--- src/rtl/serial_avalon_master.sv ---
`default_nettype none
// +--------------------------------------------------------------------------+
// | Module      : serial_avalon_master                                       |
// | Description : Avalon-MM master for the UP RS232 register map. Turns a    |
// |               byte-stream TX port into data-register writes and drains   |
// |               the RX FIFO into a 1-entry byte-stream RX buffer.          |
// | Revision    : 1.0 - initial release                                      |
// +--------------------------------------------------------------------------+
module serial_avalon_master #(
  parameter int READ_LATENCY = 1,
  parameter int POLL_DIV     = 1024,
  parameter bit RX_IRQ_EN    = 1'b1
) (
  input  logic        clk_clk,
  input  logic        reset_reset,
  input  logic [7:0]  tx_data,
  input  logic        tx_valid,
  output logic        tx_ready,
  output logic [7:0]  rx_data,
  output logic        rx_valid,
  input  logic        rx_ready,
  output logic        avm_address,
  output logic        avm_chipselect,
  output logic [3:0]  avm_byteenable,
  output logic        avm_read,
  output logic        avm_write,
  output logic [31:0] avm_writedata,
  input  logic [31:0] avm_readdata,
  input  logic        avm_irq
);

  localparam logic [2:0] c_ST_INIT   = 3'd0;
  localparam logic [2:0] c_ST_POLL   = 3'd1;
  localparam logic [2:0] c_ST_WCTRL  = 3'd2;
  localparam logic [2:0] c_ST_DECIDE = 3'd3;
  localparam logic [2:0] c_ST_TXWR   = 3'd4;
  localparam logic [2:0] c_ST_RXRD   = 3'd5;
  localparam logic [2:0] c_ST_WDATA  = 3'd6;
  localparam logic [2:0] c_ST_IDLE   = 3'd7;

  localparam int                 c_CNT_W    = (POLL_DIV > 1) ? $clog2(POLL_DIV) : 1;
  localparam logic [c_CNT_W-1:0] c_CNT_LAST = c_CNT_W'(POLL_DIV - 1);
  localparam logic [1:0]         c_LAT_LAST = 2'(READ_LATENCY - 1);

  logic [2:0]         r_state;
  logic               r_run;      // 0 for the first cycle after reset so no strobe leaves reset
  logic [1:0]         r_lat;
  logic [c_CNT_W-1:0] r_cnt;
  logic [15:0]        r_wspace;
  logic [7:0]         r_rx_data;
  logic               r_rx_valid;

  logic w_init_wr;
  logic w_tx_wr;
  logic w_lat_done;
  logic w_idle_exit;
  logic w_capture;
  logic w_unused_rd;

  // Decode the access of the current state and the common exit conditions
  always_comb begin
    w_init_wr   = (r_state == c_ST_INIT) && r_run;
    w_tx_wr     = (r_state == c_ST_TXWR);
    w_lat_done  = (r_lat == c_LAT_LAST);
    w_idle_exit = tx_valid || avm_irq || (r_cnt == c_CNT_LAST);
    w_capture   = (r_state == c_ST_WDATA) && w_lat_done && avm_readdata[15];
  end

  // Readdata bits 14:8 carry nothing this master needs
  assign w_unused_rd = &{1'b0, avm_readdata[14:8]};

  assign avm_write      = w_init_wr || w_tx_wr;
  assign avm_read       = (r_state == c_ST_POLL) || (r_state == c_ST_RXRD);
  assign avm_address    = w_init_wr || (r_state == c_ST_POLL);
  assign avm_chipselect = avm_write || avm_read;
  assign avm_byteenable = 4'hF;
  assign avm_writedata  = w_init_wr ? {30'b0, 1'b0, RX_IRQ_EN} :
                          (w_tx_wr ? {24'b0, tx_data} : 32'b0);
  assign tx_ready       = w_tx_wr;
  assign rx_data        = r_rx_data;
  assign rx_valid       = r_rx_valid;

  // Access sequencer: init, status polling, TX bursts on cached space, RX draining
  always_ff @(posedge clk_clk or posedge reset_reset) begin
    if (reset_reset) begin
      r_state  <= c_ST_INIT;
      r_run    <= 1'b0;
      r_lat    <= 2'd0;
      r_cnt    <= '0;
      r_wspace <= 16'd0;
    end else begin
      case (r_state)
        c_ST_INIT: begin
          r_run <= 1'b1;
          if (r_run) r_state <= c_ST_POLL;
        end
        c_ST_POLL: r_state <= c_ST_WCTRL;
        c_ST_WCTRL: begin
          if (w_lat_done) begin
            r_lat    <= 2'd0;
            r_wspace <= avm_readdata[31:16];
            r_state  <= c_ST_DECIDE;
          end else begin
            r_lat <= r_lat + 2'd1;
          end
        end
        c_ST_DECIDE: begin
          if (tx_valid && (r_wspace != 16'd0)) r_state <= c_ST_TXWR;
          else if (!r_rx_valid)                r_state <= c_ST_RXRD;
          else                                 r_state <= c_ST_IDLE;
        end
        c_ST_TXWR: begin
          if (r_wspace != 16'd0) r_wspace <= r_wspace - 16'd1;
          r_state <= c_ST_DECIDE;
        end
        c_ST_RXRD: r_state <= c_ST_WDATA;
        c_ST_WDATA: begin
          if (w_lat_done) begin
            r_lat   <= 2'd0;
            r_state <= avm_readdata[15] ? c_ST_DECIDE : c_ST_IDLE;
          end else begin
            r_lat <= r_lat + 2'd1;
          end
        end
        c_ST_IDLE: begin
          if (w_idle_exit) begin
            r_cnt   <= '0;
            r_state <= c_ST_POLL;
          end else begin
            r_cnt <= r_cnt + 1'b1;
          end
        end
        default: r_state <= c_ST_INIT;
      endcase
    end
  end

  // One-entry RX buffer: filled only when empty, emptied by the consumer handshake
  always_ff @(posedge clk_clk or posedge reset_reset) begin
    if (reset_reset) begin
      r_rx_data  <= 8'd0;
      r_rx_valid <= 1'b0;
    end else begin
      if (r_rx_valid && rx_ready) r_rx_valid <= 1'b0;
      if (w_capture) begin
        r_rx_data  <= avm_readdata[7:0];
        r_rx_valid <= 1'b1;
      end
    end
  end

endmodule
`default_nettype wire

--- config.mk ---
export PLATFORM = sky130hd
export DESIGN_NAME = serial_avalon_master
export DESIGN_NICKNAME = d
export VERILOG_FILES = /design/src/rtl/serial_avalon_master.sv
export SDC_FILE = /design/constraint.sdc
export NUM_CORES = 1
export LEC_CHECK = 0
export ABC_AREA = 1
export CAP_MARGIN = 20
export CORE_ASPECT_RATIO = 0.7
export CORE_UTILIZATION = 42
export DETAILED_ROUTE_END_ITERATION = 10
export PLACE_DENSITY = 0.84
export SLEW_MARGIN = 20
export SYNTH_ARGS = -nofsm -noshare
export SYNTH_HDL_FRONTEND = slang
export SYNTH_SLANG_ARGS = --single-unit
--- constraint.sdc ---
create_clock -name clk_clk -period 1.6 [get_ports clk_clk]
set_input_delay 0.24 -clock clk_clk [delete_from_list [all_inputs] [get_ports clk_clk]]
set_output_delay 0.24 -clock clk_clk [all_outputs]
set_load 0.02 [all_outputs]
==> out/summary.txt, run 1 <==
drt wl/cell -> 13.3 um
DIE WIDTH -> 99.3 um
CP Launch Type -> flop
clk buf depth -> 2
Yosys top cell area share -> 36.9%
period utilization -> 109%
Post-Route WL -> 7930 um
Post-synth EDFFs -> 0
Buf/Inv on CP -> 4
Synth Area in Compound Gates -> 6.79%
core box area -> 6310 um^2
Die Y -> 70.1 um
Setup CP Type -> flop to output pin
CP peak stage delay -> 0.42 ns
CTS H-tree depth -> 2
commonest non-fill, non-tap cell in the layout -> nand2_1
cell mode on critical path -> inv_2
Initial Util -> 44.1%
Mapped Cells -> 413
Tot Pwr -> 6.66 mW
Cell Area, Synth -> 2780 um^2
Avg Cell Area, Syn -> 6.73 um^2
most frequent cells in the layout -> 151 x nand2_1, 46 x clkdlybuf4s50_1, 41 x inv_1, 41 x buf_4, 40 x dfrtp_1
worst vdd ir -> 0.802 mV
Fmax -> 574 MHz
first-pass GRT wire length -> 12200 um
pins over their slew limit -> 0
DR vias -> 3027
M2 GR Usage -> 36.4%
# DRC -> 0
xor/xnor share of the synthesized area -> 1.26%
Rows -> 24
Ys Warns -> 0
DP Worst Slack -> -0.323 ns
WP data required -> 1.36 ns
Most used DFF post-synth -> dfrtp_1
gr busiest metal -> met2
status -> finished, violations left
Worst Path Arrival -> 1.50 ns
TritonCTS clock tree -> built
Synth area leader -> dfrtp_1
Worst Setup Slack, final -> -0.143 ns
Final Hold Fails -> 0
Post-Layout Cell Count -> 596
RSZ-0062 raised after global routing -> yes
vias in the first global route -> 2699
nets -> 566
share of layout cells above drive strength 1 -> 21.8%
placed insts -> 571
post-detailed-route count of antenna-violating nets -> 0
total track usage -> 21.8%
Max-cap violations -> 0
final core occ -> 61.9%
largest family of logic cells by synthesized area -> simple AND/OR/NAND/NOR gates
GPL Wtd Cong -> 0.922
post-synthesis mux area share -> 0.360%
clock slew at the register clock pins of the worst setup and hold paths -> 0.08 ns
Synth Area in Adders -> 1.80%
DP Area -> 3550 um^2
grt met3 use -> 3.20%
drt pass-1 iters -> 6
dpl hpwl -> 5220 um
FF+latch count, synth -> 41
failing checks -> setup timing
Num CTS Buffers -> 5
Fillers -> 533
I/O pin total -> 95
Die ar. -> 6960 um^2
synth unique cells -> 32
Clock Latency Late Sink -> 0.31 ns
met1 GRT Util -> 29.0%
vias per inst -> 5.08
Tmin final -> 1.74 ns
DRT iter0 DRCs -> 339
n_diodes -> 0
PD cells -> 1700 nW/um^2
Worst path slowest cell -> dfrtp_1
clk root buf -> clkbuf_8
area delta synth->final -> 40.4%
P_leak -> 2.02 nW
sequential-to-total area share from yosys stat -> 36.9%
Top delay family on crit path -> flip-flops
Max FO, Critical Path -> 2
pin count of the biggest net entering global routing -> 42
final instance area -> 3910 um^2
CP Cell Sequence -> inv_2 -> nand2_2 -> nor2_4 -> inv_2 -> nor2_4 -> nor2_2 -> inv_2 -> o21a_2 -> buf_6
crit path capture type -> output pin
setup_tns -> -1.65 ns
asr flop ratio synth -> 100%
worst hold slack -> 0.290 ns
skew final -> 0.00862 ns
GRT overflow -> 0
Buffers on Ports -> 59
Worst Hold Class -> input port to asynchronous set/reset pin
initial antenna violation count -> 0
CTS sink cnt -> 41
top post-synthesis cells by area -> dfrtp_1 37%, nand2_1 21%, buf_4 7.8%
endpoints failing setup -> 28
Synth Area in Simple Gates -> 36.3%
[Yosys cell counts, drive strengths merged (2+ instances only)]
library cell	number
buf	34
dfrtp	41
nor2	45
o31ai	2
a21oi	3
or2	4
nor3	5
inv	54
xor2	3
o21ai	22
ha	4
nand2	154
nand3	30
conb	2
o22ai	5
[final timing paths]
path                                        start                       end  slack, ns  cells past startpoint
setup / recovery           r_state[1]$_DFFE_PP0P_          avm_writedata[0]      -0.14                      9
hold reg to reg            rx_data[3]$_DFFE_PP0P_    rx_data[3]$_DFFE_PP0P_       0.48                      2
max in group asynchronous             reset_reset   r_wspace[6]$_DFFE_PP0P_       1.10                      3
setup reg to reg           r_state[1]$_DFFE_PP0P_  r_wspace[12]$_DFFE_PP0P_      -0.09                     10
hold / removal                        reset_reset    rx_data[1]$_DFFE_PP0P_       0.29                      3
min in group clk_clk              avm_readdata[7]    rx_data[7]$_DFFE_PP0P_       0.47                      3
[final cells by class]
type                            instances  area (um^2)  share of cell area [%]
Clock inverter                          1         5.00                   0.128
Multi-Input combinational cell        310         1500                    38.3
Clock buffer                            7         96.3                    2.47
Sequential cell                        41         1030                    26.3
Timing Repair inverter                  1         8.76                   0.224
Timing Repair Buffer                  104          960                    24.6
Tap cell                               78         97.6                    2.50
Inverter                               54          215                    5.51
[worst register-to-register path: cells and delay by family (launching register included)]
| family | cells | cell delay (ns) |
|---|---|---|
| compound gates | 2 | 0.17 |
| buf+inv | 5 | 0.69 |
| flops | 1 | 0.42 |
| simple gates | 3 | 0.28 |
[flip-flops by register name (all words and copies together) (netlist names)]
name	flops
rx_data	8
r_wspace	16
r_lat	2
r_state	3
r_cnt	10
r_run	1
rx_valid	1
[cell families (layout without fill, tap and decap cells)]
family,Yosys count,count (layout)
XOR/XNOR,4,4
buffers and inverters,88,167
adder cells (fa/ha/maj),4,4
multiplexers,1,1
AO/OA/AOI/OAI,34,34
other,2,28
AND/OR/NAND/NOR,239,239
flip-flops,41,41
[report_power, final]
| part | switching (mW) | internal [mW] |
|---|---|---|
| Combinational | 2.23 | 1.68 |
| Clock | 0.387 | 0.391 |
| Sequential | 0.476 | 1.49 |
[per-layer routing]
layer  vias up  wire [um]
li1       1432          -
met5         -          0
met2       175       3740
met4         0        232
met3        34        677
met1      1386       3280
[what timing repair did]
action	CTS	global route
gates resized for setup	79	35
pin swaps	1	7
endpoints found under the setup margin	30	34
hold buffers	0	0
setup buffers	7	10
cloned	1	0
Note: power is estimated with default switching activity, not from simulation.
==> run 2: changes to the inputs <==
--- a/config.mk
+++ b/config.mk
@@ -11,7 +11,6 @@
 export CORE_UTILIZATION = 42
 export DETAILED_ROUTE_END_ITERATION = 10
 export PLACE_DENSITY = 0.84
-export SLEW_MARGIN = 20
 export SYNTH_ARGS = -nofsm -noshare
 export SYNTH_HDL_FRONTEND = slang
 export SYNTH_SLANG_ARGS = --single-unit
==> results of run 2 <==
Final layout, timing and power as in run 1 (identical DEF).
==> run 3: changes to the inputs <==
--- a/config.mk
+++ b/config.mk
@@ -10,7 +10,8 @@
 export CORE_ASPECT_RATIO = 0.7
 export CORE_UTILIZATION = 42
 export DETAILED_ROUTE_END_ITERATION = 10
-export PLACE_DENSITY = 0.84
+export PLACE_DENSITY = 0.78
+export SETUP_SLACK_MARGIN = 0.4
 export SYNTH_ARGS = -nofsm -noshare
 export SYNTH_HDL_FRONTEND = slang
 export SYNTH_SLANG_ARGS = --single-unit
==> run 3 against run 2 <==
Against the previous run: critical path depth did not move; sequential share of layout area decreased by 3.3 points; highest routed layer unchanged; non-clock buffer count up 12; sequential cell count stayed put; hold slack better by 0.0037 ns; core utilization increased by 8.8 points; clock power increased by 13%; the run still ends with setup timing left; first-iteration DRC count is 42% lower; register-to-register slack lost 0.05 ns.
==> out/summary.txt, run 3 (synthesized netlist as in run 1, its figures left out) <==
status -> finished, violations left
failing checks -> setup timing
max reg flops -> 16 (unchanged)
DP Area -> 3730 um^2 (+5.0%)
TritonCTS clock tree -> built
drt pass-1 iters -> 6 (unchanged)
most frequent cells in the layout -> 117 x nand2_1, 40 x inv_1, 39 x dfrtp_1
Post-Route WL -> 8760 um (+10%)
Max-cap violations -> 0 (unchanged)
GPL Wtd Cong -> 0.874 (-5.2%)
crit path capture type -> flop
vias per inst -> 4.96 (-2.4%)
endpoints failing setup -> 28 (unchanged)
Initial Util -> 44.1% (unchanged)
CP Launch Type -> flop
commonest non-fill, non-tap cell in the layout -> nand2_1
Worst Path Arrival -> 1.93 ns (+0.43 ns)
final instance area -> 4460 um^2 (+14%)
Die ar. -> 6960 um^2 (unchanged)
pins over their slew limit -> 0 (unchanged)
Die Y -> 70.1 um (unchanged)
pin count of the biggest net entering global routing -> 42 (unchanged)
Setup CP Type -> flop to flop
CTS sink cnt -> 41 (unchanged)
Num CTS Buffers -> 5 (unchanged)
Buffers on Ports -> 59 (unchanged)
core box area -> 6310 um^2 (unchanged)
post-detailed-route count of antenna-violating nets -> 0 (unchanged)
Max FO, Critical Path -> 8 (+6)
Fillers -> 457 (-14%)
# DRC -> 0 (unchanged)
I/O pin total -> 95 (unchanged)
Fmax -> 574 MHz (about the same)
GRT overflow -> 0 (unchanged)
drt wl/cell -> 14.4 um (+8.2%)
dpl hpwl -> 5090 um (-2.4%)
Final Hold Fails -> 0 (unchanged)
clock slew at the register clock pins of the worst setup and hold paths -> 0.09 ns (about the same)
Tmin final -> 1.74 ns (+0.000658 ns)
total track usage -> 23.9% (+2.0 points)
register name with the most flops -> r_wspace
vias in the first global route -> 2936 (+8.8%)
clk root buf -> clkbuf_8
DP Worst Slack -> -0.269 ns (+0.0534 ns)
area delta synth->final -> 60.5%
skew final -> 0.00618 ns (-0.00244 ns)
clk buf depth -> 2 (unchanged)
n_diodes -> 0 (unchanged)
Worst Hold Class -> input port to asynchronous set/reset pin
cts-stage hold buffer count -> 0 (unchanged)
worst vdd ir -> 0.864 mV (+7.7%)
nets -> 578 (+2.1%)
WP data required -> 1.79 ns (+0.43 ns)
RSZ-0062 raised after global routing -> yes
CTS H-tree depth -> 2 (unchanged)
PD cells -> 1710 nW/um^2 (about the same)
initial antenna violation count -> 0 (unchanged)
CP peak stage delay -> 0.43 ns (about the same)
first-pass GRT wire length -> 13200 um (+8.5%)
period utilization -> 109% (about the same)
DIE WIDTH -> 99.3 um (unchanged)
CP Cell Sequence -> inv_2 -> buf_6 -> nand3_4 -> buf_12 -> buf_12 -> o21ai_4 -> nand3_4 -> o21ai_1 -> nand2_1
Clock Latency Late Sink -> 0.30 ns (about the same)
P_leak -> 2.23 nW (+11%)
DR vias -> 3014 (-0.43%)
share of layout cells above drive strength 1 -> 38.1% (+16 points)
Worst Setup Slack, final -> -0.143 ns (-0.000658 ns)
Worst path slowest cell -> dfrtp_1
Rows -> 24 (unchanged)
DRT iter0 DRCs -> 195 (-42%)
==> run 3: final cells by class <==
| cell class | count | area [um^2] | area share [%] |
|---|---|---|---|
| multi-input combinational | 310 | 1860 | 41.8 |
| timing repair buffer | 116 | 1130 | 25.2 |
| sequential | 41 | 1030 | 23.0 |
| inverter | 54 | 225 | 5.05 |
| tap | 78 | 97.6 | 2.19 |
| clock buffer | 5 | 68.8 | 1.54 |
| clock inverter | 3 | 46.3 | 1.04 |
| timing repair inverter | 1 | 6.26 | 0.140 |
==> run 3: worst paths after layout <==
kind,start,to,slack [ns],cells past startpoint
max in group asynchronous,reset_reset,r_state[2]$_DFFE_PP0P_,1.08,3
min,reset_reset,r_wspace[11]$_DFFE_PP0P_,0.29,3
max,r_state[1]$_DFFE_PP0P_,r_wspace[4]$_DFFE_PP0P_,-0.14,9
min in group clk_clk,rx_data[5]$_DFFE_PP0P_,rx_data[5]$_DFFE_PP0P_,0.47,2
min reg2reg,rx_data[5]$_DFFE_PP0P_,rx_data[5]$_DFFE_PP0P_,0.47,2
max reg2reg,r_state[1]$_DFFE_PP0P_,r_wspace[4]$_DFFE_PP0P_,-0.14,9
==> run 3: power by group <==
| part | switching (mW) | total (mW) | leakage, nW | internal, mW |
|---|---|---|---|---|
| Sequential | 0.475 | 1.97 | 0.517 | 1.49 |
| Clock | 0.413 | 0.881 | 0.0543 | 0.468 |
| Combinational | 2.70 | 4.76 | 1.66 | 2.06 |
==> run 3: timing repair <==
action / 4_1_cts / 5_1_grt
resized for setup: 175 / 59
cloned: 1 / 0
setup buffers: 22 / 6
setup endpoints to repair: 59 / 60
pin swaps: 24 / 15
==> run 3: routing by layer <==
layer / routed length [um] / GRT usage [%] / vias up
li1: - / - / 1444
met1: 3760 / 31.3 / 1407
met5: 0 / 0 / -
met3: 555 / 4.30 / 25
met2: 4250 / 41.4 / 138
met4: 186 / 4.90 / 0
==> run 3: metrics by stage <==
| stage | hold slack, ns | TNS, ns | total power [mW] | utilization [%] | std cells |
|---|---|---|---|---|---|
| after detailed placement | 0.458 | -4.65 | 5.44 | 59.1 | 571 |
| after CTS | 0.299 | -0.693 | 7.07 | 67.7 | 602 |
| after global placement | 0.455 | -3.36 | 5.33 | 59.1 | 571 |
| final | 0.294 | -2.35 | 7.61 | 70.8 | 608 |
| after floorplan | 0.336 | 0 | 4.24 | - | 439 |
| after global routing | 0.317 | -3.93 | 8.13 | 70.8 | 608 |
==> run 3: worst max-delay path: cells and delay by family (launching register included) <==
family / cells / cell delay [ns]
AND/OR/NAND/NOR: 3 / 0.38
flip-flops: 1 / 0.43
AO/OA/AOI/OAI: 2 / 0.30
buffers and inverters: 4 / 0.53
